`src/rtl/mem_arb_defs.sv`:
```
// mem_arb_defs: shared state encodings and requester indices for the memory port arbiter
package mem_arb_defs;
    typedef enum logic [1:0] {
        IDLE  = 2'd0,
        ISSUE = 2'd1,
        RESP  = 2'd2
    } state_t;
    localparam logic REQ_IF  = 1'b0;
    localparam logic REQ_MEM = 1'b1;
endpackage

```
`src/rtl/rr_pick2.sv`:
```
// rr_pick2: two-way round-robin pick; on contention the requester not granted last time wins
module rr_pick2
    import mem_arb_defs::*;
(
    input  logic [1:0] req,
    input  logic       last_gnt,
    output logic       valid,
    output logic       winner
);
    always_comb begin
        valid  = |req;
        winner = &req ? ~last_gnt : (req[1] ? REQ_MEM : REQ_IF);
    end
endmodule

```
`src/rtl/mem_port_arbiter.sv`:
```
// mem_port_arbiter: shares one memory port between instruction fetch and data access,
// one registered transaction at a time, with per-transaction timeout.
module mem_port_arbiter
    import mem_arb_defs::*;
#(
    parameter int ADDR_W  = 32,
    parameter int DATA_W  = 32,
    parameter int TIMEOUT = 16
) (
    input  logic              clk_i,
    input  logic              rst_i,
    input  logic [1:0]        req_i,
    input  logic [1:0]        we_i,
    input  logic [ADDR_W-1:0] addr0_i,
    input  logic [ADDR_W-1:0] addr1_i,
    input  logic [DATA_W-1:0] wdata0_i,
    input  logic [DATA_W-1:0] wdata1_i,
    output logic [1:0]        done_o,
    output logic              err_o,
    output logic [DATA_W-1:0] rdata_o,
    output logic              sel_o,
    output logic              mem_req_o,
    output logic              mem_we_o,
    output logic [ADDR_W-1:0] mem_addr_o,
    output logic [DATA_W-1:0] mem_wdata_o,
    input  logic              mem_ack_i,
    input  logic [DATA_W-1:0] mem_rdata_i
);
    localparam int TW = $clog2(TIMEOUT);
    localparam logic [TW-1:0] TMAX = TW'(TIMEOUT - 1);

    state_t            state_q, state_d;
    logic [TW-1:0]     timer_q, timer_d;
    logic              last_gnt_q, last_gnt_d;
    logic              pick_valid, pick_winner;
    logic [1:0]        done_d;
    logic              err_d, sel_d, req_d, we_d;
    logic [DATA_W-1:0] rdata_d, wdata_d;
    logic [ADDR_W-1:0] addr_d;

    rr_pick2 u_pick (
        .req      (req_i),
        .last_gnt (last_gnt_q),
        .valid    (pick_valid),
        .winner   (pick_winner)
    );

    always_comb begin
        state_d    = state_q;
        timer_d    = timer_q;
        last_gnt_d = last_gnt_q;
        done_d     = 2'b00;
        err_d      = 1'b0;
        rdata_d    = '0;
        req_d      = 1'b0;
        sel_d      = sel_o;
        we_d       = mem_we_o;
        addr_d     = mem_addr_o;
        wdata_d    = mem_wdata_o;
        case (state_q)
            IDLE: if (pick_valid) begin
                state_d = ISSUE;
                req_d   = 1'b1;
                sel_d   = pick_winner;
                we_d    = pick_winner ? we_i[1] : we_i[0];
                addr_d  = pick_winner ? addr1_i : addr0_i;
                wdata_d = pick_winner ? wdata1_i : wdata0_i;
                timer_d = '0;
            end
            ISSUE: begin
                timer_d = (timer_q == TMAX) ? TMAX : timer_q + 1'b1;
                // an ack arriving on the last allowed cycle still counts as success
                if (mem_ack_i || timer_q == TMAX) begin
                    state_d = RESP;
                    done_d  = sel_o ? 2'b10 : 2'b01;
                    err_d   = ~mem_ack_i;
                    rdata_d = (mem_ack_i && !mem_we_o) ? mem_rdata_i : '0;
                end else begin
                    req_d = 1'b1;
                end
            end
            RESP: begin
                last_gnt_d = sel_o;
                state_d    = IDLE;
            end
            default: state_d = IDLE;
        endcase
    end

    always_ff @(posedge clk_i or posedge rst_i) begin
        if (rst_i) begin
            state_q     <= IDLE;
            timer_q     <= '0;
            last_gnt_q  <= 1'b1;
            done_o      <= 2'b00;
            err_o       <= 1'b0;
            rdata_o     <= '0;
            sel_o       <= 1'b0;
            mem_req_o   <= 1'b0;
            mem_we_o    <= 1'b0;
            mem_addr_o  <= '0;
            mem_wdata_o <= '0;
        end else begin
            state_q     <= state_d;
            timer_q     <= timer_d;
            last_gnt_q  <= last_gnt_d;
            done_o      <= done_d;
            err_o       <= err_d;
            rdata_o     <= rdata_d;
            sel_o       <= sel_d;
            mem_req_o   <= req_d;
            mem_we_o    <= we_d;
            mem_addr_o  <= addr_d;
            mem_wdata_o <= wdata_d;
        end
    end
endmodule

```
`config.mk`:
```
export PLATFORM = sky130hd
export DESIGN_NAME = mem_port_arbiter
export DESIGN_NICKNAME = d
export VERILOG_FILES = /design/src/rtl/mem_arb_defs.sv /design/src/rtl/rr_pick2.sv /design/src/rtl/mem_port_arbiter.sv
export SDC_FILE = /design/constraint.sdc
export NUM_CORES = 1
export LEC_CHECK = 0
export CAP_MARGIN = 10
export CELL_PAD_IN_SITES_DETAIL_PLACEMENT = 0
export CELL_PAD_IN_SITES_GLOBAL_PLACEMENT = 1
export CORE_ASPECT_RATIO = 1.75
export CORE_MARGIN = 2
export CORE_UTILIZATION = 31
export CTS_BUF_LIST = sky130_fd_sc_hd__clkbuf_2
export DETAILED_ROUTE_END_ITERATION = 7
export PLACE_DENSITY_LB_ADDON = 0.1
export SLEW_MARGIN = 25
export SYNTH_ARGS = -nofsm -noshare
export SYNTH_HDL_FRONTEND = slang
export SYNTH_SLANG_ARGS = --single-unit
```
`constraint.sdc`:
```
create_clock -name clk_i -period 4.1 [get_ports clk_i]
set_clock_uncertainty 0.1 [all_clocks]
set_input_delay 0.82 -clock clk_i [delete_from_list [all_inputs] [get_ports clk_i]]
set_output_delay 0.82 -clock clk_i [all_outputs]
set_load 0.05 [all_outputs]
```
Yosys cells after proc, flatten, opt, wreduce, memory -nomap -nowiden
Index checks and enable logic that the tools add are counted.

Register bits after elaboration: 109. Word-level logic and storage cells: 51.

Add/sub/neg operators: 1. Multiplexer cells: 22. Eq/ne operators: 5. Reduce and logical (&&, ||, !) cells: 10. Bitwise gates (word level): 2.

Operator list (number): $mux 32 (5); $mux 2 (5); $mux 4 (2); $pmux 4 s2 (1); $reduce_and 2->1 (4); $mux 1 (7); $add 4x1->4 const B (1); $eq 4x4->1 const B (1); $ne 2x2->1 const B (2); $pmux 2 s2 (1); $eq 2x1->1 const B (1); $eq 2x2->1 const B (1); $logic_not 2->1 (1); $not 1->1 (2); $pmux 1 s2 (1); $reduce_bool 2->1 (1); $reduce_or 2->1 (1); $logic_and 1x1->1 (1); $logic_not 1->1 (1); $logic_or 1x1->1 (1).

Logic depth before layout (Yosys ltp)
Gate-level depths: netlist (run 1).

Word-level depth: 5. Depth in mapped cells: 5. Gate-level depth less buffers: 4.

Modules after synthesis
From an unflattened synthesis (run 1), not the netlist that was laid out.

Cells, all modules: 402. Area total of the unflattened synthesis: 4560.6 sq um.

Modules (own cells, without submodules): mem_port_arbiter (instances 1, sequential area each 2728.9 sq um, area each 4546.9 sq um, cells each 400); rr_pick2 (instances 1, sequential area each 0.0 sq um, area each 13.8 sq um, cells each 2).

Least setup slack after synthesis (run 1)
Ideal clock, no wire load.

Kind: input port to flip-flop. Start point: in req_i[1]. End point: reg mem_addr_o[0]. Arrival time: 1.557 ns. Stages: 5. Setup slack: 2.318 ns. Buffers on the path: 2. Path through: a21boi_2 buf_4 buf_6 a211oi_2 a2bb2oi_2.

Longest elaborated chain between the ends: 3. Elaborated cells on any way between the ends: 6.

RTL lines: from (decl) (line mem_port_arbiter.sv:12) `input logic [1:0] req_i,`; $mux 1 or $reduce_and 2->1 (tied branches) (line rr_pick2.sv:12) `winner = &req ? ~last_gnt : (req[1] ? REQ_MEM : REQ_IF);`; $mux 1 (line rr_pick2.sv:12); $mux 32 (line mem_port_arbiter.sv:66) `addr_d = pick_winner ? addr1_i : addr0_i;`; to (signal assigned) (line mem_port_arbiter.sv:113) `mem_addr_o <= addr_d;`; to (decl) (line mem_port_arbiter.sv:24) `output logic [ADDR_W-1:0] mem_addr_o,`.

Several ways; a longest one is shown, not always the timed one. A chain may end at the register's enable or synchronous reset.

Worst setup path after layout (run 1)
Start point: reg mem_we_o. End point: out mem_we_o.

RTL lines: from (decl) (line mem_port_arbiter.sv:23) `output logic mem_we_o,`; from (signal assigned) (line mem_port_arbiter.sv:112) `mem_we_o <= we_d;`.

No word-level cell between the ends.

==> impl_metrics.tcl, run 1 <==
set metrics [dict create \
    grt_pass1_vias 4830 \
    worstSetupEndpointType "output port" \
    die-width_um 102 \
    syn-num-nets 582 \
    initial_core_util_pct 31.7 \
    cts_resized 0 \
    cp_max_fo 3 \
    routed_via_density 4.88 \
    dpl_cell_area_um2 8010 \
    cts_inserted_buffers 9 \
    grt_antenna_before_repair 1 \
    synthCells 414 \
    maxSlewViolCount 0 \
    leakage_nw 3.20 \
    synth.yosys.seq_area_share_pct 52.3 \
    cp_slowest_stage_delay_ns 0.87 \
    final_cell_mix "clkdlybuf4s50_1, dfrtp_1, nand2_1, a211oi_2, a2bb2oi_2" \
    first_iter_violations 107 \
    vdd_drop_max_mv 0.339 \
    status "completed" \
    power.total_w 0.00609 \
    path_cells "clkdlybuf4s50_1" \
    path_delay_family "buffers and inverters" \
    wl_per_cell_um 18.6 \
    postRouteAntennaNets 0 \
    critPathBufInv 1 \
    h-tree-depth 3 \
    n_fill_cell 1511 \
    place_ws_ns 1.18 \
    drtPass1Iterations 4 \
    setup_viol 0 \
    row_count 62 \
    finalWirelength_mm 16.6 \
    final.period_utilization_pct 70.1 \
    hold_class "reg2reg" \
    die_area_um2 17900 \
    ctsHoldBuffers 0 \
    crit_type "reg2out" \
    fin_area_um2 8140 \
    worstPathArrival_ns 1.95 \
    drive_above_1_share_pct 16.8 \
    critPathLaunchType "flip-flop" \
    cts_buffer_depth 2 \
    coreArea_um2 16400 \
    max-slew-margin-rel_pct 30.9 \
    postLayoutSetupSlackWorst_ns 1.23 \
    drv_cap 0 \
    synth_edf_count 0 \
    hold_violations 0 \
    hpwl_mm 11.8 \
    cts.sink_count 109 \
    cts_tree "built" \
    vias 4346 \
    p_per_area_nw_per_um2 748 \
    min_period_ns 2.87 \
    die_h_um 176 \
    ys_seq_elements 109 \
    critPathSlowestCell "clkdlybuf4s50_1" \
    worst_slew_pin_slew_ns 1.04 \
    clk_latency_ns 0.59 \
    clk_pin_slew_worst_paths_ns 0.33 \
    grt.total_usage_pct 18.6 \
    yosys_warnings 0 \
    rsz0062_at_grt "no" \
    fmax_mhz 348 \
    fin_tns_setup_ns 0 \
    crit_required_ns 3.18 \
    ys.flop_type "dfrtp_1" \
    final_common_cell "clkdlybuf4s50_1" \
    port_buffers 268 \
    synthArstFlopShare_pct 100 \
    fin_nets 829 \
    cts-root-buf "clkbuf_2" \
    synth_area_um2 5220 \
    drc_errors 0 \
    place_congestion 0.761 \
    grt_pass1_wl_mm 26.0 \
    grt_max_degree 69 \
    syn2layout_area_growth_pct 55.9 \
    cts_setup_buffers 0 \
    ys_types 33 \
    io_pins 269 \
    grt.overflow.total 0 \
    avgSynthCellArea_um2 12.6 \
]
[stage by stage]
stage                     hold slack, ns  instances  utilization [%]
after floorplan                    0.373        414                -
after global placement             0.399        874             48.7
after detailed placement           0.393        874             48.7
after CTS                          0.395        890             49.5
after global routing               0.417        891             49.5
final                              0.394        891             49.5
[report_power, final]
part / total, W / internal [W] / switching, W
Sequential: 0.00179 / 0.00147 / 0.000311
Clock: 0.000530 / 0.000149 / 0.000380
Combinational: 0.00377 / 0.00150 / 0.00227
Total: 0.00609 / 0.00313 / 0.00296
[cell families (layout without fill, tap and decap cells)]
family	after synthesis	in the layout	synth area share, %
AOI/OAI and AO/OA	144	144	30.7
adders and majority gates	1	1	0.240
buffers and inverters	43	295	5.39
DFF	109	109	52.3
muxes	1	1	0.216
other	0	1	0
and+or+nand+nor	116	116	11.1
[worst paths after layout]
check / from / endpoint / slack [ns] / depth (start not counted)
worst max-delay path: mem_we_o / mem_we_o / 1.23 / 1
worst min-delay path: sel_o / done_o[0] / 0.39 / 1
worst max register to register: state_q[0] / timer_q[0] / 1.99 / 4
worst min register to register: sel_o / done_o[0] / 0.39 / 1
max in group asynchronous: rst_i / last_gnt_q / 2.54 / 3
min in group asynchronous: rst_i / rdata_o[18] / 0.45 / 2
[registers in the layout, summed over array words and instances (netlist names)]
signal,flops
mem_addr_o,32
mem_wdata_o,32
rdata_o,32
timer_q,4
done_o,2
state_q,2
err_o,1
last_gnt_q,1
mem_req_o,1
mem_we_o,1
sel_o,1
[routing by layer]
| layer | wire length, µm | global-route usage [%] | part of all wire, % | up-vias |
|---|---|---|---|---|
| li1 | - | - | - | 2005 |
| met1 | 6200 | 21.4 | 37 | 2150 |
| met2 | 8900 | 33.2 | 54 | 176 |
| met3 | 1280 | 5.81 | 7.7 | 15 |
| met4 | 228 | 4.67 | 1.4 | 0 |
| met5 | 0 | 0 | 0 | - |
[synth_stat cells (5+ instances only)]
master | n | share of area [%]
dfrtp_1 | 108 | 52
nand2_1 | 68 | 4.9
a211oi_2 | 39 | 9.4
a2bb2oi_2 | 39 | 11
and2_1 | 33 | 4.0
a211oi_1 | 26 | 3.7
a2bb2oi_1 | 26 | 4.4
buf_2 | 21 | 2.0
buf_6 | 9 | 1.9
buf_4 | 6 | 0.86
o21ai_0 | 5 | 0.48
[cell type report]
type | instances | area (µm²) | share of cell area (%)
clock inverters | 6 | 72.6 | 0.892
repair buffers | 276 | 2770 | 34.0
multi-input cells | 262 | 2220 | 27.2
inverters | 3 | 13.8 | 0.169
well taps | 224 | 280 | 3.45
diodes | 1 | 2.50 | 0.0308
flip-flops and latches | 109 | 2730 | 33.6
clock buffers | 10 | 50.0 | 0.615
Note: power is estimated with default switching activity, not from simulation.
==> run 2, diff against run 1 <==
--- a/config.mk
+++ b/config.mk
@@ -10,7 +10,7 @@
 export CELL_PAD_IN_SITES_GLOBAL_PLACEMENT = 1
 export CORE_ASPECT_RATIO = 1.75
 export CORE_MARGIN = 2
-export CORE_UTILIZATION = 31
+export CORE_UTILIZATION = 28
 export CTS_BUF_LIST = sky130_fd_sc_hd__clkbuf_2
 export DETAILED_ROUTE_END_ITERATION = 7
 export PLACE_DENSITY_LB_ADDON = 0.1
==> constraint.sdc (replaced) <==
create_clock -name clk_i -period 2.6 [get_ports clk_i]
set_clock_uncertainty 0.1 [all_clocks]
set_input_delay 0.52 -clock clk_i [delete_from_list [all_inputs] [get_ports clk_i]]
set_output_delay 0.52 -clock clk_i [all_outputs]
set_load 0.05 [all_outputs]
==> impl_metrics.tcl, run 2 (synthesis gave the netlist of run 1 again) <==
set metrics [dict create \
    grt_max_degree 67 \
    die-width_um 107 \
    p_per_area_nw_per_um2 1150 \
    multi_input_area_um2 2220 \
    path_delay_family "buffers and inverters" \
    syn2layout_area_growth_pct 58.6 \
    cts_buffer_depth 2 \
    clk_pin_slew_worst_paths_ns 0.33 \
    crit_type "reg2out" \
    cp-startpoint "mem_wdata_o[25]" \
    cts_inserted_buffers 9 \
    register_area_um2 2730 \
    routed_via_density 4.80 \
    h-tree-depth 3 \
    worstSetupEndpointType "output port" \
    drv_cap 0 \
    grt_pass1_wl_mm 26.4 \
    vdd_drop_max_mv 0.416 \
    n_fill_cell 1767 \
    drive_above_1_share_pct 17.4 \
    critPathBufInv 1 \
    dpl.cell_count 894 \
    leakage_nw 3.38 \
    io_pins 269 \
    coreArea_um2 18400 \
    crit_required_ns 1.98 \
    ctsHoldBuffers 0 \
    reg2reg_from "state_q[0]" \
    maxSlewViolCount 0 \
    fmax_mhz 401 \
    postLayoutSetupSlackWorst_ns 0.108 \
    rsz0062_at_grt "no" \
    cts_setup_buffers 0 \
    hold_violations 0 \
    cts_resized 7 \
    hold_class "in2async" \
    grt_antenna_before_repair 2 \
    worstPathArrival_ns 1.87 \
    reg_top3 "mem_addr_o (32), mem_wdata_o (32), rdata_o (32)" \
    cts.sink_count 109 \
    path_cells "clkdlybuf4s50_1" \
    fin_tns_setup_ns 0 \
    place_ws_ns 0.369 \
    setup_viol 0 \
    wl_per_cell_um 18.8 \
    die_h_um 185 \
    hpwl_mm 12.2 \
    drtPass1Iterations 4 \
    cp_max_fo 2 \
    fin_nets 835 \
    final_cell_mix "clkdlybuf4s50_1, dfrtp_1, nand2_1, a211oi_2, a2bb2oi_2" \
    clk_latency_ns 0.60 \
    critPathLaunchType "flip-flop" \
    port_buffers 268 \
    first_iter_violations 106 \
    max-slew-margin-rel_pct 60.6 \
    grt.overflow.total 0 \
    cts_tree "built" \
    fin_cells 911 \
    cts-root-buf "clkbuf_2" \
    initial_core_util_pct 28.3 \
    final_common_cell "clkdlybuf4s50_1" \
    critPathSlowestCell "clkdlybuf4s50_1" \
    status "completed" \
    drc_errors 0 \
    final.period_utilization_pct 95.9 \
    worst_slew_pin_slew_ns 0.591 \
    postRouteAntennaNets 0 \
    cp_slowest_stage_delay_ns 0.81 \
    die_area_um2 19800 \
    place_congestion 0.791 \
    grt.total_usage_pct 17.3 \
    min_period_ns 2.49 \
    vias 4377 \
    row_count 66 \
    finalWirelength_mm 17.1 \
    grt_pass1_vias 4737 \
]
[run 2: cell type report]
class / instances / share of cell area, %
inverter: 3 / 0.181
timing repair buffer: 282 / 35.0
multi-input combinational: 262 / 26.8
antenna: 2 / 0.0605
clock buffer: 10 / 0.605
clock inverter: 5 / 0.726
sequential: 109 / 33.0
tap: 238 / 3.60
[run 2: routing by layer]
metal / up-vias / track usage (%) / routed length, µm
met4: 0 / 6.65 / 353
met1: 2164 / 19.3 / 6310
li1: 2021 / - / -
met3: 19 / 4.99 / 1260
met2: 173 / 30.6 / 9230
met5: - / 0 / 0
[run 2: final timing paths]
| kind | slack (ns) | cells past startpoint | to |
|---|---|---|---|
| worst max register to register | 0.75 | 4 | rdata_o[6] |
| worst min register to register | 0.42 | 1 | done_o[0] |
| min in group clk_i | 0.31 | 3 | mem_wdata_o[28] |
| worst max-delay path | 0.11 | 1 | mem_wdata_o[25] |
| worst min-delay path | 0.17 | 2 | timer_q[2] |
| max in group asynchronous | 1.61 | 3 | last_gnt_q |
[run 2: through the flow]
stage                     total power, W  hold slack (ns)  utilization (%)  instance area, µm²
after floorplan                  0.00696            0.373                -                5220
after global placement           0.00884            0.405             44.1                8120
after detailed placement         0.00890            0.404             44.1                8120
after CTS                        0.00972            0.118             44.7                8230
after global routing              0.0101            0.138             44.9                8280
final                            0.00955            0.173             44.9                8280
[run 2: worst register-to-register path, stage by stage, from the launching register on]
cell,delay (ns)
dfrtp_4,0.89
nand2b_4,0.17
nor3b_4,0.20
buf_4,0.27
and2_1,0.17
[run 2: power breakdown]
group | internal [W] | switching [W] | leakage, nW
sequential | 0.00232 | 0.000534 | 1.32
clock | 0.000227 | 0.000593 | 0.0688
combinational | 0.00235 | 0.00352 | 1.99
